$ cat config.mk
export PLATFORM = sky130hd
export DESIGN_NAME = tri_lane_dispatch
export DESIGN_NICKNAME = d
export VERILOG_FILES = /design/src/rtl/transformer_pkg.sv /design/src/rtl/tri_lane_dispatch_pkg.sv /design/src/rtl/vertex_pkg.sv /design/src/rtl/tri_lane_dispatch_lane_fifo.sv /design/src/rtl/tri_lane_dispatch.sv
export SDC_FILE = /design/constraint.sdc
export NUM_CORES = 1
export LEC_CHECK = 0
export BUFFER_PORTS_ARGS = -buffer_cell sky130_fd_sc_hd__buf_2
export CAP_MARGIN = 15
export CORE_AREA = 2 2 574 576
export DETAILED_ROUTE_END_ITERATION = 7
export DIE_AREA = 0 0 576 578
export SLEW_MARGIN = 20
export SYNTH_ARGS = -nofsm -noshare
export SYNTH_HDL_FRONTEND = slang
export SYNTH_SLANG_ARGS = --single-unit
$ cat constraint.sdc
create_clock -name clk -period 5.1 [get_ports clk]
set_clock_uncertainty 0.15 [all_clocks]
set_input_delay 1.02 -clock clk [delete_from_list [all_inputs] [get_ports clk]]
set_output_delay 1.02 -clock clk [all_outputs]
set_load 0.05 [all_outputs]
$ cat src/rtl/transformer_pkg.sv
`default_nettype none
// +----------------------------------------------------------------------+
// | transformer_pkg                                                      |
// | Instance transform type: 3x4 fixed-point matrix, row-major.          |
// | Revision: 1.0                                                        |
// +----------------------------------------------------------------------+
package transformer_pkg;

  typedef struct packed {
    logic [11:0][15:0] m;
  } transform_t;

endpackage
`default_nettype wire

$ cat src/rtl/tri_lane_dispatch_pkg.sv
`default_nettype none
// +----------------------------------------------------------------------+
// | tri_lane_dispatch_pkg                                                |
// | Shared helpers for the multi-lane transform dispatcher.              |
// | Revision: 1.0                                                        |
// +----------------------------------------------------------------------+
package tri_lane_dispatch_pkg;

  // Pointer width that stays at least one bit for a single-lane build.
  function automatic int ptr_width(input int n);
    return (n > 1) ? $clog2(n) : 1;
  endfunction

endpackage
`default_nettype wire

$ cat src/rtl/vertex_pkg.sv
`default_nettype none
// +----------------------------------------------------------------------+
// | vertex_pkg                                                           |
// | Vertex and triangle types shared across the geometry pipeline.       |
// | Revision: 1.0                                                        |
// +----------------------------------------------------------------------+
package vertex_pkg;

  typedef struct packed {
    logic signed [15:0] x;
    logic signed [15:0] y;
    logic signed [15:0] z;
  } vertex_t;

  typedef struct packed {
    vertex_t v2;
    vertex_t v1;
    vertex_t v0;
  } triangle_t;

endpackage
`default_nettype wire

$ cat src/rtl/tri_lane_dispatch_lane_fifo.sv
`default_nettype none
// +----------------------------------------------------------------------+
// | lane_fifo                                                            |
// | Synchronous FIFO, async reset, fall-through head, full/empty flags.  |
// | Revision: 1.0                                                        |
// +----------------------------------------------------------------------+
module lane_fifo #(
  parameter int WIDTH = 8,
  parameter int DEPTH = 4
) (
  input  logic             clk,
  input  logic             rst,
  input  logic             push,
  input  logic [WIDTH-1:0] din,
  input  logic             pop,
  output logic [WIDTH-1:0] dout,
  output logic             full,
  output logic             empty
);

  localparam int c_addr_w = (DEPTH > 1) ? $clog2(DEPTH) : 1;

  logic [WIDTH-1:0] r_mem [DEPTH];
  logic [c_addr_w:0] r_wr;
  logic [c_addr_w:0] r_rd;
  logic              w_push;
  logic              w_pop;

  // Extra pointer bit distinguishes full from empty when addresses match.
  assign empty  = (r_wr == r_rd);
  assign full   = (r_wr[c_addr_w] != r_rd[c_addr_w]) &&
                  (r_wr[c_addr_w-1:0] == r_rd[c_addr_w-1:0]);
  assign w_push = push && !full;
  assign w_pop  = pop && !empty;
  assign dout   = r_mem[r_rd[c_addr_w-1:0]];

  always_ff @(posedge clk) begin
    if (w_push) begin
      r_mem[r_wr[c_addr_w-1:0]] <= din;
    end
  end

  always_ff @(posedge clk or posedge rst) begin
    if (rst) begin
      r_wr <= '0;
      r_rd <= '0;
    end else begin
      if (w_push) r_wr <= r_wr + 1'b1;
      if (w_pop)  r_rd <= r_rd + 1'b1;
    end
  end

endmodule
`default_nettype wire

$ cat src/rtl/tri_lane_dispatch.sv
`default_nettype none
// +----------------------------------------------------------------------+
// | tri_lane_dispatch                                                    |
// | Round-robin issue of triangles to N transformer lanes, in-order      |
// | credit-limited re-merge with frame-end marking.                      |
// | Revision: 1.0                                                        |
// +----------------------------------------------------------------------+
module tri_lane_dispatch
  import vertex_pkg::*;
  import transformer_pkg::*;
  import tri_lane_dispatch_pkg::*;
#(
  parameter int N_LANES    = 2,
  parameter int FIFO_DEPTH = 4,
  parameter int LANE_W     = ptr_width(N_LANES),
  parameter int CRED_W     = $clog2(FIFO_DEPTH + 1)
) (
  input  logic               clk,
  input  logic               rst,
  input  triangle_t          in_triangle,
  input  transform_t         in_transform,
  input  logic               in_last,
  input  logic               in_valid,
  output logic               in_ready,
  output triangle_t          lane_triangle  [N_LANES],
  output transform_t         lane_transform [N_LANES],
  output logic [N_LANES-1:0] lane_valid,
  input  logic [N_LANES-1:0] lane_ready,
  input  triangle_t          lane_result    [N_LANES],
  input  logic [N_LANES-1:0] lane_result_valid,
  output logic [N_LANES-1:0] lane_result_ready,
  output triangle_t          out_triangle,
  output logic               out_last,
  output logic               out_valid,
  input  logic               out_ready,
  output logic               frame_done,
  output logic               busy
);

  localparam logic [CRED_W-1:0] c_full_credit = CRED_W'(FIFO_DEPTH);
  localparam logic [LANE_W-1:0] c_last_lane   = LANE_W'(N_LANES - 1);

  logic [LANE_W-1:0]  r_dp;
  logic [LANE_W-1:0]  r_cp;
  logic [CRED_W-1:0]  r_credit     [N_LANES];
  logic [CRED_W-1:0]  w_credit_nxt [N_LANES];
  triangle_t          w_res_head   [N_LANES];
  logic [N_LANES-1:0] w_res_full;
  logic [N_LANES-1:0] w_res_empty;
  logic [N_LANES-1:0] w_res_push;
  logic [N_LANES-1:0] w_tag_head;
  logic [N_LANES-1:0] w_tag_full;
  logic [N_LANES-1:0] w_tag_empty;
  logic [N_LANES-1:0] w_dispatch;
  logic [N_LANES-1:0] w_collect;
  logic [N_LANES-1:0] w_lane_busy;
  logic               w_room;
  logic               w_accept;
  logic               w_pop;
  logic               r_frame_done;
  logic               r_busy;

  assign w_room     = (r_credit[r_dp] < c_full_credit) && !w_tag_full[r_dp];
  assign in_ready   = lane_ready[r_dp] && w_room;
  assign w_accept   = in_valid && in_ready;

  assign out_valid    = !w_res_empty[r_cp];
  assign out_triangle = w_res_head[r_cp];
  assign out_last     = out_valid && !w_tag_empty[r_cp] && w_tag_head[r_cp];
  assign w_pop        = out_valid && out_ready;

  assign frame_done = r_frame_done;
  assign busy       = r_busy;

  for (genvar k = 0; k < N_LANES; k++) begin : g_lane
    localparam logic [LANE_W-1:0] c_lane = LANE_W'(k);

    assign lane_triangle[k]     = in_triangle;
    assign lane_transform[k]    = in_transform;
    assign lane_valid[k]        = (r_dp == c_lane) && in_valid && w_room;
    assign w_dispatch[k]        = (r_dp == c_lane) && w_accept;
    assign w_collect[k]         = (r_cp == c_lane) && w_pop;
    assign lane_result_ready[k] = !w_res_full[k];
    assign w_res_push[k]        = lane_result_valid[k] && !w_res_full[k];

    // Same-cycle dispatch and pop on one lane cancel out.
    assign w_credit_nxt[k] = r_credit[k] + CRED_W'(w_dispatch[k]) - CRED_W'(w_collect[k]);
    assign w_lane_busy[k]  = |w_credit_nxt[k];

    always_ff @(posedge clk or posedge rst) begin
      if (rst) r_credit[k] <= '0;
      else     r_credit[k] <= w_credit_nxt[k];
    end

    lane_fifo #(.WIDTH($bits(triangle_t)), .DEPTH(FIFO_DEPTH)) u_res_fifo (
      .clk   (clk),
      .rst   (rst),
      .push  (w_res_push[k]),
      .din   (lane_result[k]),
      .pop   (w_collect[k]),
      .dout  (w_res_head[k]),
      .full  (w_res_full[k]),
      .empty (w_res_empty[k])
    );

    lane_fifo #(.WIDTH(1), .DEPTH(FIFO_DEPTH)) u_tag_fifo (
      .clk   (clk),
      .rst   (rst),
      .push  (w_dispatch[k]),
      .din   (in_last),
      .pop   (w_collect[k]),
      .dout  (w_tag_head[k]),
      .full  (w_tag_full[k]),
      .empty (w_tag_empty[k])
    );
  end

  always_ff @(posedge clk or posedge rst) begin
    if (rst) begin
      r_dp         <= '0;
      r_cp         <= '0;
      r_frame_done <= 1'b0;
      r_busy       <= 1'b0;
    end else begin
      if (w_accept) r_dp <= (r_dp == c_last_lane) ? '0 : r_dp + LANE_W'(1);
      if (w_pop)    r_cp <= (r_cp == c_last_lane) ? '0 : r_cp + LANE_W'(1);
      r_frame_done <= w_pop && out_last;
      r_busy       <= |w_lane_busy;
    end
  end

endmodule
`default_nettype wire

After elaboration in Yosys (flattened, before gate mapping)

Memory sizes are Yosys's and may differ from the RTL's.
Cells that the tools add are included.

Memories: 4
Output and inout port bits: 825
Logic and storage cells: 120
Register bits after elaboration: 34
Input port bits: 633
Memory bits (writable): 1160

Magnitude comparators: 5
Multiplexer cells: 26
Equality and inequality tests: 12
Reductions and logical operators: 41
$add $sub $neg: 14
Bitwise operators: 4

Memories:

| name                       | words | width | rd ports | clocked after memory_dff | write ports | line                              | text |
|---|---|---|---|---|---|---|---|
| g_lane[0].u_res_fifo.r_mem | 4     | 144   | 1        | 0                        | 1           | tri_lane_dispatch_lane_fifo.sv:23 | `logic [WIDTH-1:0] r_mem [DEPTH];` |
| g_lane[1].u_res_fifo.r_mem | 4     | 144   | 1        | 0                        | 1           | tri_lane_dispatch_lane_fifo.sv:23 |  |
| g_lane[0].u_tag_fifo.r_mem | 4     | 1     | 1        | 0                        | 1           | tri_lane_dispatch_lane_fifo.sv:23 |  |
| g_lane[1].u_tag_fifo.r_mem | 4     | 1     | 1        | 0                        | 1           | tri_lane_dispatch_lane_fifo.sv:23 |  |

Operators by type and width:

| operator                                                             | count |
|---|---|
| 144-bit 2-to-1 mux                                                   | 3 |
| 1-bit logical AND                                                    | 29 |
| 3-bit by 1-bit adder with 3-bit output, second input constant        | 8 |
| 1-bit 2-to-1 mux                                                     | 20 |
| 3-bit equality test                                                  | 4 |
| 1-bit zero test                                                      | 11 |
| 3-bit 2-to-1 mux                                                     | 3 |
| 2-bit equality test                                                  | 4 |
| 3-bit by 1-bit adder with 3-bit output                               | 2 |
| 6-bit OR reduction                                                   | 1 |
| 3-bit by 1-bit subtractor with 3-bit output                          | 2 |
| 2-bit greater-or-equal comparator, second input constant             | 2 |
| 1-bit by 2-bit < comparator with 1-bit output, second input constant | 2 |
| 1-bit != test                                                        | 4 |
| 1-bit inverter with 2-bit output                                     | 2 |
| 3-bit < comparator, second input constant                            | 1 |
| 1-bit adder, second input constant                                   | 2 |
| 1-bit inverter                                                       | 2 |

Depth between registers and ports, before layout

Depth after elaboration: 12
Mapped depth: 13
Mapped depth without buffers: 13

Cells and area by module

Synthesis repeated with hierarchy kept, for this count alone.

Cell total of the unflattened synthesis: 2604
Area total of the unflattened synthesis: 51544.4 um2

By module, submodules not included:

| module                               | cells each | sequential area each (um2) | times used | area each (um2) |
|---|---|---|---|---|
| lane_fifo (g_lane[0].u_res_fifo ...) | 803        | 17446.7                    | 2          | 21403.0 |
| tri_lane_dispatch                    | 888        | 250.2                      | 1          | 7474.7 |
| lane_fifo (g_lane[1].u_tag_fifo)     | 55         | 270.3                      | 1          | 636.9 |
| lane_fifo (g_lane[0].u_tag_fifo)     | 55         | 270.3                      | 1          | 626.9 |

Worst setup path after synthesis

Ideal clock, no wire load.

Kind: input to register
Start: input port lane_result_valid[0]
End: memory g_lane[0].u_res_fifo.r_mem[3][0] (netlist name), enable pin
Path buffers: 0
Data required time: 4.428 ns
Arrival time: 4.762 ns
Path slack: -0.334 ns
Stages on the path: 3
Setup time: 0.522 ns
Path through: inv_1 > a31oi_1 > and2_1

Cells in the longest elaborated chain, start to end: 4

RTL lines:

| element                                | line                              | text |
|---|---|---|
| start, declared                        | tri_lane_dispatch.sv:30           | `input logic [N_LANES-1:0] lane_result_valid,` |
| 1-bit logical AND                      | tri_lane_dispatch.sv:84           | `assign w_res_push[k] = lane_result_valid[k] && !w_res_full[k];` |
| 1-bit logical AND                      | tri_lane_dispatch_lane_fifo.sv:33 | `assign w_push = push && !full;` |
| 1-bit 2-to-1 mux                       | tri_lane_dispatch_lane_fifo.sv:38 | `if (w_push) begin` |
| 1-bit 2-to-1 mux (implied by the code) | tri_lane_dispatch_lane_fifo.sv:39 | `r_mem[r_wr[c_addr_w-1:0]] <= din;` |
| end, declared                          | tri_lane_dispatch_lane_fifo.sv:23 |  |

Every way passes these cells.

==> flow_metrics.py <==
metrics = {
    "outcome": {
        "status": "finished, final reports clean",
    },
    "yosys": {
        "yosys.area_share.simple_pct": 3.722,
        "synth.distinct_cells": 43,
        "synthTopCellsByCount": "edfxtp_1 (1160), buf_4 (687), nand2_1 (441)",
        "synth_compound_area_share_pct": 0.2966,
        "syn_area_um2": 50620,
        "synth_xor_area_share_pct": 0.6377,
        "synth_top_area_cell": "edfxtp_1",
        "synth_edf_count": 1160,
        "synth_seq_cells": 1194,
        "synth_area_per_cell_um2": 17.82,
        "muxShareOfSynthArea_pct": 13.03,
        "synth_fp_nets": 3499,
        "seq_area_frac_synth_pct": 70.49,
        "yosys_warnings": 0,
        "synth_area_leaders": "edfxtp_1 (69%), mux4_2 (13%), buf_4 (10%)",
        "synth_top_area_share_pct": 68.81,
        "synth_top_family_by_area": "multiplexers",
        "synth_flop_cell": "edfxtp_1",
        "post-synth-top-count-cell": "edfxtp_1",
        "synth_fa_ha_area_share_pct": 0.6723,
        "syn_inst": 2840,
        "synthArstFlopShare_pct": 2.848,
    },
    "clocking": {
        "clk_pin_slew_worst_paths_ps": 60,
        "hold_buffers": 0,
        "cts_buffers": 119,
        "root_buffer": "clkbuf_16",
        "cts.repair.resized": 0,
        "cts_tree": "built",
        "cts_max_level": 3,
        "clock_latency_ps": 810,
        "post_cts_buffers": 0,
        "cts_sinks": 1194,
        "clk_path_buf_depth": 3,
    },
    "grt": {
        "overflow": 0,
        "grt_max_degree": 110,
        "antenna_found_initial": 169,
        "grt_pass1_wl_mm": 342.9,
        "grt_usage_pct": 16.64,
        "grt_pass1_vias": 25310,
    },
    "worst_setup_path": {
        "crit_path_max_fanout": 26,
        "critPathLaunchType": "flip-flop",
        "crit_top_cell": "nand2_1",
        "end_kind": "output port",
        "slowest_stage": "dfrtp_4",
        "path_cells": "buf_4 > mux4_2 > nand2_1 > nand2_1 > buf_2",
        "required_ps": 3930,
        "r2r_slack_ps": 1700,
        "arrival_ps": 3270,
        "critical_path.max_stage_delay_ps": 880,
        "crit_type": "flip-flop to output port",
    },
    "timing": {
        "timing.fmax_mhz": 225.1,
        "finalSetupViolations": 0,
        "max_slew_margin_pct": 30.09,
        "max_slew.worst_pin.slew_ps": 1049,
        "rsz0062_at_grt": "no",
        "tns_ps": 0,
        "min_period_ps": 4442,
        "min_period_over_period_pct": 87.10,
        "hold_ws_ps": 266.0,
        "drv_slew": 0,
        "finalHoldViolCount": 0,
    },
    "worst_hold_path": {
        "hold_class": "primary input to async pin",
    },
    "cells_and_area": {
        "fin_nets": 3355,
        "syn_to_final_growth_pct": 13.86,
        "fillers": 35090,
        "drive_above_1_share_pct": 35.42,
        "final_core_util_pct": 17.66,
    },
    "placed_design": {
        "portBuffers": 449,
        "dp_hpwl_mm": 241.6,
        "gp_congestion": 0.8340,
    },
    "drt": {
        "wire_per_inst_um": 40.03,
        "first_pass_iters": 5,
        "drc": 0,
        "drtIter0Drc": 2218,
        "wl_mm": 286.8,
        "vias": 25380,
        "antenna_left": 0,
        "vias_per_cell": 3.543,
    },
    "floorplan": {
        "io_pins": 1458,
        "row_count": 210,
        "die-height_um": 578,
        "dieWidth_um": 576,
        "die_area_um2": 332900,
        "start_util_pct": 15.51,
        "core-area_um2": 326300,
    },
    "flow_run": {
        "drv_cap": 0,
    },
    "pwr": {
        "peakVddDrop_mv": 0.6834,
        "power_density_nw_per_um2": 662.9,
        "p_leak_uw": 0.01886,
    },
}
-- metal layers --
metal | up-vias | global-route usage [%] | wire, um
met2 | 2329 | 30.39 | 147700
met5 | - | 3.219 | 1986
li1 | 9731 | - | -
met3 | 538 | 17.57 | 66940
met1 | 12680 | 10.14 | 58430
met4 | 100 | 5.238 | 11770
-- where the power goes --
group	internal, uW	total (uW)	switching [uW]
combinational	4470	15100	10600
clock	5200	9070	3870
sequential	13200	14000	802
total	22900	38200	15300
-- layout by cell type (no fill, tap or decap), types with 2 or more instances in the layout --
cell	count
and2_1	8
and2_4	8
buf_12	24
buf_2	449
buf_4	33
bufinv_16	17
clkbuf_1	23
clkbuf_16	120
clkinv_1	28
clkinv_16	5
clkinv_2	20
clkinvlp_4	4
dfrtp_1	29
dfrtp_4	5
diode_2	20
edfxtp_1	1160
fa_1	2
ha_1	24
inv_1	23
inv_6	4
inv_8	2
mux2_1	4
mux4_2	290
nand2_1	441
nand3_1	4
nor2_1	3
nor3_1	2
nor4_1	2
o21ai_0	3
o22ai_1	2
o31ai_1	2
xnor2_1	21
xor2_1	14
-- flip-flops by register name, summed over array words and instances (netlist names) --
name,flops
g_lane.u_res_fifo.r_mem,1152
g_lane.u_tag_fifo.r_mem,8
g_lane.u_res_fifo.r_rd,6
g_lane.u_res_fifo.r_wr,6
g_lane.u_tag_fifo.r_rd,6
g_lane.u_tag_fifo.r_wr,6
r_credit,6
busy,1
frame_done,1
r_cp,1
r_dp,1
-- final timing paths --
| kind | start | endpoint | depth (start not counted) |
|---|---|---|---|
| worst max-delay path | g_lane[0].u_res_fifo.r_rd[0] | out_triangle[96] | 5 |
| worst min-delay path | rst | g_lane[0].u_tag_fifo.r_wr[0] | 3 |
| worst max register to register | g_lane[0].u_res_fifo.r_rd[0] | g_lane[0].u_res_fifo.r_mem[1][111] | 4 |
| worst min register to register | g_lane[1].u_tag_fifo.r_wr[2] | g_lane[1].u_tag_fifo.r_wr[2] | 1 |
| max in group asynchronous | rst | g_lane[1].u_res_fifo.r_rd[1] | 3 |
| min in group clk | lane_result[47] | g_lane[1].u_res_fifo.r_mem[2][47] | 1 |
-- metrics by stage --
| step | std cells | setup slack [ps] | instance area [um2] | total power, uW |
|---|---|---|---|---|
| 2_1_floorplan | 2840 | 1266 | 50630 | 25650 |
| 3_3_place_gp | 6921 | 1290 | 53530 | 29490 |
| 3_5_place_dp | 6921 | 1314 | 53530 | 29650 |
| 4_1_cts | 7144 | 448.9 | 57590 | 38800 |
| 5_1_grt | 7151 | 408.5 | 57600 | 39730 |
| 6_report | 7164 | 657.6 | 57640 | 38210 |
-- kinds of logic (layout without fill, tap and decap cells) --
family,count (synthesis),count (layout)
compound gates,16,16
fa+ha+maj,26,26
other cells,0,20
xor+xnor,36,36
mux,296,296
buf+inv,796,754
flops,1194,1194
simple gates,476,476
-- worst max-delay path: cells and delay by family, from the launching register on --
family,cells,cell delay (ps)
buffers and inverters,2,830
multiplexers,1,580
flip-flops,1,880
AND/OR/NAND/NOR,2,180
-- area by class of cell --
class                           count  area (um2)  share of cell area (%)
Antenna cell                       20       50.05                 0.08684
Clock buffer                      143        3089                   5.360
Inverter                           25       98.84                  0.1715
Timing Repair Buffer              506        2975                   5.162
Tap cell                         4346        5438                   9.435
Sequential cell                  1194       35700                   61.95
Multi-Input combinational cell    850        9315                   16.16
Clock inverter                     80       965.9                   1.676
No activity file was read; power rests on OpenSTA's default activity.
